==> src/rtl/key_schedule_gen.sv <==
// MacGuffin key-schedule engine: feeds each key slice through an external cipher
// in OFB feedback and XOR-folds the ciphertext tops into ROUND_NUM round keys.
// Optional macro KS_TLAST_EN adds m_axis_tlast marking the last block of each pass.
module key_schedule_gen #(
    parameter int ROUND_NUM  = 32,
    parameter int BLOCK_SIZE = 64,
    parameter int RK_WIDTH   = 48,
    parameter int N_PASSES   = 2
) (
    input  logic                           clk,
    input  logic                           rst,
    input  logic                           start,
    input  logic [N_PASSES*BLOCK_SIZE-1:0] key,
    output logic [BLOCK_SIZE-1:0]          m_axis_tdata,
    output logic                           m_axis_tvalid,
`ifdef KS_TLAST_EN
    output logic                           m_axis_tlast,
`endif
    input  logic                           m_axis_tready,
    input  logic [BLOCK_SIZE-1:0]          s_axis_tdata,
    input  logic                           s_axis_tvalid,
    output logic                           s_axis_tready,
    output logic [ROUND_NUM*RK_WIDTH-1:0]  round_keys,
    output logic                           busy,
    output logic                           key_ready
);
    localparam int IW = (ROUND_NUM > 1) ? $clog2(ROUND_NUM) : 1;
    localparam int PW = (N_PASSES > 1) ? $clog2(N_PASSES) : 1;
    localparam logic [IW-1:0] LAST_IDX  = IW'(ROUND_NUM - 1);
    localparam logic [PW-1:0] LAST_PASS = PW'(N_PASSES - 1);

    typedef enum logic [2:0] {IDLE, LOAD, SEND, RECV, DONE} state_t;

    state_t                                  state;
    logic [N_PASSES-1:0][BLOCK_SIZE-1:0]     key_q;
    logic [ROUND_NUM-1:0][RK_WIDTH-1:0]      rk_q;
    logic [BLOCK_SIZE-1:0]                   block;
    logic [IW-1:0]                           idx;
    logic [PW-1:0]                           pass;
    logic [PW-1:0]                           slice_sel;
    logic [RK_WIDTH-1:0]                     rk_new;

    // Pass 0 consumes the most-significant key slice.
    assign slice_sel    = LAST_PASS - pass;
    assign rk_new       = s_axis_tdata[BLOCK_SIZE-1 -: RK_WIDTH];
    assign m_axis_tdata = block;
    assign round_keys   = rk_q;

    always_ff @(posedge clk or negedge rst) begin
        if (!rst) begin
            state         <= IDLE;
            key_q         <= '0;
            block         <= '0;
            idx           <= '0;
            pass          <= '0;
            rk_q          <= '0;
            m_axis_tvalid <= 1'b0;
            s_axis_tready <= 1'b0;
            busy          <= 1'b0;
            key_ready     <= 1'b0;
`ifdef KS_TLAST_EN
            m_axis_tlast  <= 1'b0;
`endif
        end else begin
            case (state)
                IDLE, DONE: begin
                    if (start) begin
                        key_q     <= key;
                        key_ready <= 1'b0;
                        busy      <= 1'b1;
                        pass      <= '0;
                        idx       <= '0;
                        state     <= LOAD;
                    end
                end
                LOAD: begin
                    block         <= key_q[slice_sel];
                    idx           <= '0;
                    m_axis_tvalid <= 1'b1;
`ifdef KS_TLAST_EN
                    m_axis_tlast  <= (LAST_IDX == '0);
`endif
                    state         <= SEND;
                end
                SEND: begin
                    if (m_axis_tready) begin
                        m_axis_tvalid <= 1'b0;
`ifdef KS_TLAST_EN
                        m_axis_tlast  <= 1'b0;
`endif
                        s_axis_tready <= 1'b1;
                        state         <= RECV;
                    end
                end
                RECV: begin
                    if (s_axis_tvalid && s_axis_tready) begin
                        block         <= s_axis_tdata;
                        rk_q[idx]     <= (pass == '0) ? rk_new : (rk_q[idx] ^ rk_new);
                        s_axis_tready <= 1'b0;
                        if (idx == LAST_IDX) begin
                            if (pass == LAST_PASS) begin
                                busy      <= 1'b0;
                                key_ready <= 1'b1;
                                state     <= DONE;
                            end else begin
                                pass  <= pass + 1'b1;
                                state <= LOAD;
                            end
                        end else begin
                            idx           <= idx + 1'b1;
                            m_axis_tvalid <= 1'b1;
`ifdef KS_TLAST_EN
                            m_axis_tlast  <= (idx + 1'b1 == LAST_IDX);
`endif
                            state         <= SEND;
                        end
                    end
                end
                default: state <= IDLE;
            endcase
        end
    end
endmodule
==> config.mk <==
export PLATFORM = sky130hd
export DESIGN_NAME = key_schedule_gen
export DESIGN_NICKNAME = d
export VERILOG_FILES = /design/src/rtl/key_schedule_gen.sv
export SDC_FILE = /design/constraint.sdc
export NUM_CORES = 2
export LEC_CHECK = 0
export ABC_AREA = 0
export ABC_CLOCK_PERIOD_IN_PS = 2600
export BUFFER_PORTS_ARGS = -buffer_cell sky130_fd_sc_hd__buf_2
export CORE_AREA = 2 2 698 700
export CTS_CLUSTER_DIAMETER = 200
export DETAILED_ROUTE_END_ITERATION = 7
export DIE_AREA = 0 0 700 702
export REMOVE_ABC_BUFFERS = 1
export SETUP_SLACK_MARGIN = 0.02
export SYNTH_ARGS = -nofsm -noshare
export SYNTH_HDL_FRONTEND = slang
export SYNTH_SLANG_ARGS = --single-unit
==> constraint.sdc <==
create_clock -name clk -period 2.6 [get_ports clk]
set_input_delay 0.39 -clock clk [delete_from_list [all_inputs] [get_ports clk]]
set_output_delay 0.39 -clock clk [all_outputs]
set_load 0.01 [all_outputs]
# == Word level (Yosys, flattened, before mapping) ==
# Cells that the tools add are included.
# op_classes
addsub,3
multipliers,0
div_mod_pow,0
magnitude_cmp,3
eq_ne,11
shifts,0
mux,41
bitwise,1
reduce_logical,18
# ops
operator,n
$bwmux W1536,1
$bmux W48 S5,1
$demux W48 S5,1
$mux W64,3
$mux W48,3
$pmux W64 S2,1
$xor A48 B48 Y48,1
$mux W1,16
$mux W3,5
$mux W5,3
$pmux W5 S3,1
$ne A2 B2 Y1 const B,6
$pmux W3 S4,1
$reduce_and A4 Y1,3
$pmux W1 S2,4
$eq A3 B2 Y1 const B,2
$lt A5 B6 Y1 const B,1
$reduce_and A2 Y1,3
$reduce_and A3 Y1,2
$reduce_bool A2 Y1,3
$reduce_bool A3 Y1,2
$add A5 B1 Y5 const B,1
$eq A5 B5 Y1 const B,1
$ge A5 B1 Y1 const B,1
10 further kinds,11
# totals
register_bits,1741
latchBits,0
ram_bits,0
mem_bits_ro,0
inputBits,197
elab_cells,119
mem_count,0

# == Depth between registers and ports, before layout ==
# depth
word_depth,5
mapped_depth,15
depth_no_buf,8

# == Worst setup path before layout ==
# Ideal clock, no wire load.
# synth_timing
path_type,register to register
from,reg idx[1]
to,reg rk_q (netlist bit round_keys[1198])
setup_time_ps,133
arrival_ps,2728
t_required_ps,2467
slack_ps,-261
path_stages_with_launch,11
path_buffers,4
synth_period_minus_slack_ps,2861
path_cell_list,dfrtp_1 -> clkbuf_1 -> clkbuf_1 -> buf_1 -> mux2i_1 -> o22ai_1 -> or4_1 -> o21ai_1 -> xor2_1 -> buf_2 -> o21ai_0
# synth_via
elab_chain_len,5
elab_cells_between_ends,10
cone_classes,order compare (2); mux (6); bitwise (1); reduce/logical (1)
# synth_rtl
item,line,text
"start, declared",38,logic [IW-1:0] idx;
"start signal, assigned",110,idx <= idx + 1'b1;
$lt A5 B6 Y1 (implied by the code) (tied with other cells),98,rk_q[idx] <= (pass == '0) ? rk_new : (rk_q[idx] ^ rk_new);
$logic_and A1 B1 Y1 (implied by the code) or $mux W48 (tied branches),98,
$mux W48 or $xor A48 B48 Y48 (tied branches),98,
$demux W48 S5 or $mux W48 (tied branches),98,
$bwmux W1536 *,98,
"end signal, assigned by index",98,
"end, declared",36,logic [ROUND_NUM-1:0][RK_WIDTH-1:0] rk_q;
# Every way passes the cells marked *; elsewhere a longest branch is shown, timed or not. The select of a mux whose other input is x is not followed.
# A chain may end at the register's enable or synchronous reset.

# == Worst setup path after layout ==
# layout_timing
from,reg idx[1]
to,reg rk_q (netlist bit round_keys[534])
# The elaborated chain is that of the path after synthesis.

==> reports/metrics.yaml <==
critical_path:
  cp.arrival_ns: 4.11
  worstPathMaxFanout: 25
  cp_slowest_stage_delay_ns: 0.54
  cp_common_cell: "buf_12"
  critPathSlowestCell: "or4_1"
  startpoint_type: "flop"
  critPathTopFamily: "buffers and inverters"
  setup.worst_path.class: "flop to flop"
  worstPathRequired_ns: 3.36
  path_cells: "buf_12, buf_12, buf_16, buf_4, buf_16, mux2i_1, o22ai_1, or4_1, o21ai_1, buf_4, xor2_4, buf_12, o21ai_0"
  path_buf_inv: 7
  cp-end-kind: "flop"
die:
  pin_count: 1801
  initial_utilization_pct: 15.6
  die_w_um: 700
  die_area_mm2: 0.491
  die_y_um: 702
  fp-row-count: 256
  coreArea_mm2: 0.484
logic_synthesis:
  synth_edf_count: 0
  ys_warn_count: 0
  ys_seq_area_share_pct: 57.7
  synth_top_area_share_pct: 57.7
  synth-main-ff-cell: "dfrtp_1"
  synth.top_cells.by_area: "dfrtp_1, mux2i_1, o21ai_0"
  synth_cells: 7435
  synth.distinct_cells: 39
  synth_seq_cells: 1741
  syn_area_mm2: 0.0755
  avgSynthCellArea_um2: 10.1
  yosysTopAreaCell: "dfrtp_1"
  synthArstFlopShare_pct: 100
detailed_routing:
  first_pass_iters: 7
  drtAntennaViolNets: 0
  route.detailed.drc: 0
  drt_iter0_markers: 8186
  wl_per_cell_um: 33.9
  wl_um: 557000
  vias: 73100
  avgViaCountPerCell: 4.45
clock_network:
  clock-sinks: 1741
  numCtsBuffers: 214
  clock_latency_ns: 0.95
  cts.clk_slew.worst_paths_ns: 0.06
  root_buffer: "clkbuf_16"
  cts_tree: "built"
  clk_path_buf_depth: 4
  cts_max_level: 4
sta:
  hold_viol_final: 0
  finalSetupViolCount: 1539
  slew_violations: 0
  fmaxAchievable_mhz: 298
  finalSetupTns_ns: -886.87
  finalWorstSetupSlack_ns: -0.753
  fin_crit_sh_pct: 129
  finClkSkew_ns: 0.0769
  post-route-min-period_ns: 3.35
  rsz0062_at_grt: "true"
  worstMarginPinSlew_ns: 1.02
  timing.hold.ws_ns: 0.144
  maxSlewHeadroom_pct: 32.0
grt:
  grt_pass1_vias: 68000
  grt_max_degree: 97
  grtUsageTotal_pct: 21.5
  overflow: 0
  grt_pass1_wl_um: 706000
  grt_antenna_before_repair: 93
placement:
  gp_congestion: 0.946
  dp_cells: 15700
  dp_hpwl_um: 435000
  portBuffers: 1800
  dp_slack_ns: -1.25
pwr:
  power_frac_comb_pct: 38.4
  ir_drop_mv: 0.628
  p_switching_mw: 47.3
  pwr-share-clk_pct: 27.6
  internal_power_mw: 67.0
  pwr-share-seq_pct: 34.0
  power.total_mw: 114
  leakagePower_nw: 51.8
  power_density_mw_per_mm2: 1040
  swShare_pct: 41.4
flow_run:
  cap_viol_max_count: 0
cells_and_area:
  area_growth_syn_to_layout_pct: 46.2
  fin_nets: 9958
  drive_gt1_share_pct: 33.6
  multi_input_area_mm2: 0.0308
  fillers: 52400
  fin_cells: 16400
  regArea_mm2: 0.0436
outcome:
  violations: "negative setup slack"
  status: "finished with violations"
worst_hold_path:
  hp-class: "primary input to flop"
==> placed cells by master, fill, tap and decap left out, types with 31 or more instances in the layout <==
cell	instances
buf_4	520
mux2i_1	764
clkbuf_16	226
mux2i_2	45
nor2_1	73
diode_2	46
nand2_1	1616
mux2_2	129
dfrtp_1	1735
or4_1	72
o21ai_2	31
o21ai_1	305
o22ai_1	367
clkbuf_8	49
buf_2	1802
buf_12	220
a21oi_1	72
o21ai_0	1315
dlygate4sd3_1	195
clkbuf_1	40
buf_6	44
==> kinds of logic (layout without fill, tap and decap cells) <==
kind of cell | count (synthesis) | after routing | synth area share, %
and+or+nand+nor | 1854 | 1854 | 9.96
DFF | 1741 | 1741 | 57.7
AOI/OAI and AO/OA | 2114 | 2114 | 14.7
adders and majority gates | 5 | 5 | 0.0829
muxes | 961 | 961 | 13.0
xor gates and xnor gates | 50 | 50 | 0.590
buffers and inverters | 710 | 3206 | 3.98
other | 0 | 46 | 0
==> synth_stat cells (4+ instances only) <==
cell type  count
nand4b_1       4
or4_1         97
clkbuf_1     446
ha_1           5
nand2_1     1616
dfrtp_1     1741
mux2_2       129
clkbuf_2      22
a21oi_1       72
nand3_1       31
buf_2        200
nor2_1        74
buf_1         24
mux2i_1      832
xor2_1        49
o21ai_1      288
nand4bb_1      6
or4b_2         4
inv_1          4
buf_4         11
o21ai_0     1365
or2_2          4
o22ai_1      384
==> flip-flops by register name, summed over array words and instances, names as in the netlist <==
name	cells
idx	5
state	3
m_axis_tdata	64
busy	1
pass	1
key_ready	1
round_keys	1536
s_axis_tready	1
m_axis_tvalid	1
key_q	128
==> layout make-up <==
type | instances | share of cell area, %
flip-flops and latches | 1741 | 39.5
multi-input cells | 4984 | 27.9
repair buffers | 2811 | 18.6
well taps | 6450 | 7.32
clock buffers | 307 | 5.69
clock inverters | 84 | 0.877
diodes | 46 | 0.104
inverters | 4 | 0.0136
==> routing by layer <==
layer  global-route usage [%]  share of wire (%)  vias up
met5                        0              0.039        -
met4                     10.5                6.2       32
met3                     9.22                 12     1079
met2                     32.6                 43     4538
met1                     26.1                 39    36800
li1                         -                  -    30600
==> worst register-to-register path: stages, from the launching register on <==
cell and delay (ns):
dfrtp_4 0.51, buf_12 0.17, buf_12 0.19, buf_16 0.14
buf_4 0.14, buf_16 0.17, mux2i_1 0.31, o22ai_1 0.15
or4_1 0.54, o21ai_1 0.14, buf_4 0.14, xor2_4 0.19
buf_12 0.22, o21ai_0 0.18
==> worst paths after layout <==
check / start / end / slack (ns) / depth (start not counted)
max: idx[1]$_DFFE_PN0P_ / round_keys[534]$_DFFE_PN0P_ / -0.75 / 13
min: s_axis_tdata[18] / m_axis_tdata[18]$_DFFE_PN0P_ / 0.14 / 3
max reg2reg: idx[1]$_DFFE_PN0P_ / round_keys[534]$_DFFE_PN0P_ / -0.75 / 13
min reg2reg: busy$_DFFE_PN0P_ / busy$_DFFE_PN0P_ / 0.47 / 1
max in group asynchronous: rst / round_keys[678]$_DFFE_PN0P_ / 1.31 / 4
min in group asynchronous: rst / round_keys[1046]$_DFFE_PN0P_ / 0.17 / 2
==> per-stage QoR <==
stage	cell area, µm²	util [%]
final	110000	22.8
after floorplan	72500	-
after CTS	109000	22.5
after global routing	110000	22.8
after detailed placement	99100	20.5
after global placement	99100	20.5
==> power groups by stage <==
stage	logic (mW)	clock network, mW	registers, mW
floorplan	9.94	0	39.4
global placement	41.5	0	38.7
detailed placement	41.7	0	38.9
CTS	42.8	32.1	38.6
global route	45.9	33.1	39.4
finish	43.8	31.6	38.8
==> timing repair <==
| item | in CTS | in global routing |
|---|---|---|
| pin swaps | 3 | 17 |
| gates resized for setup | 140 | 175 |
| hold buffers | 195 | 0 |
| setup endpoints to repair | 1541 | 1543 |
| setup buffers | 13 | 23 |
| endpoints found under the hold margin | 1273 | 0 |
| gates cloned | 2 | 14 |
Power figures use the tool's default switching activity.
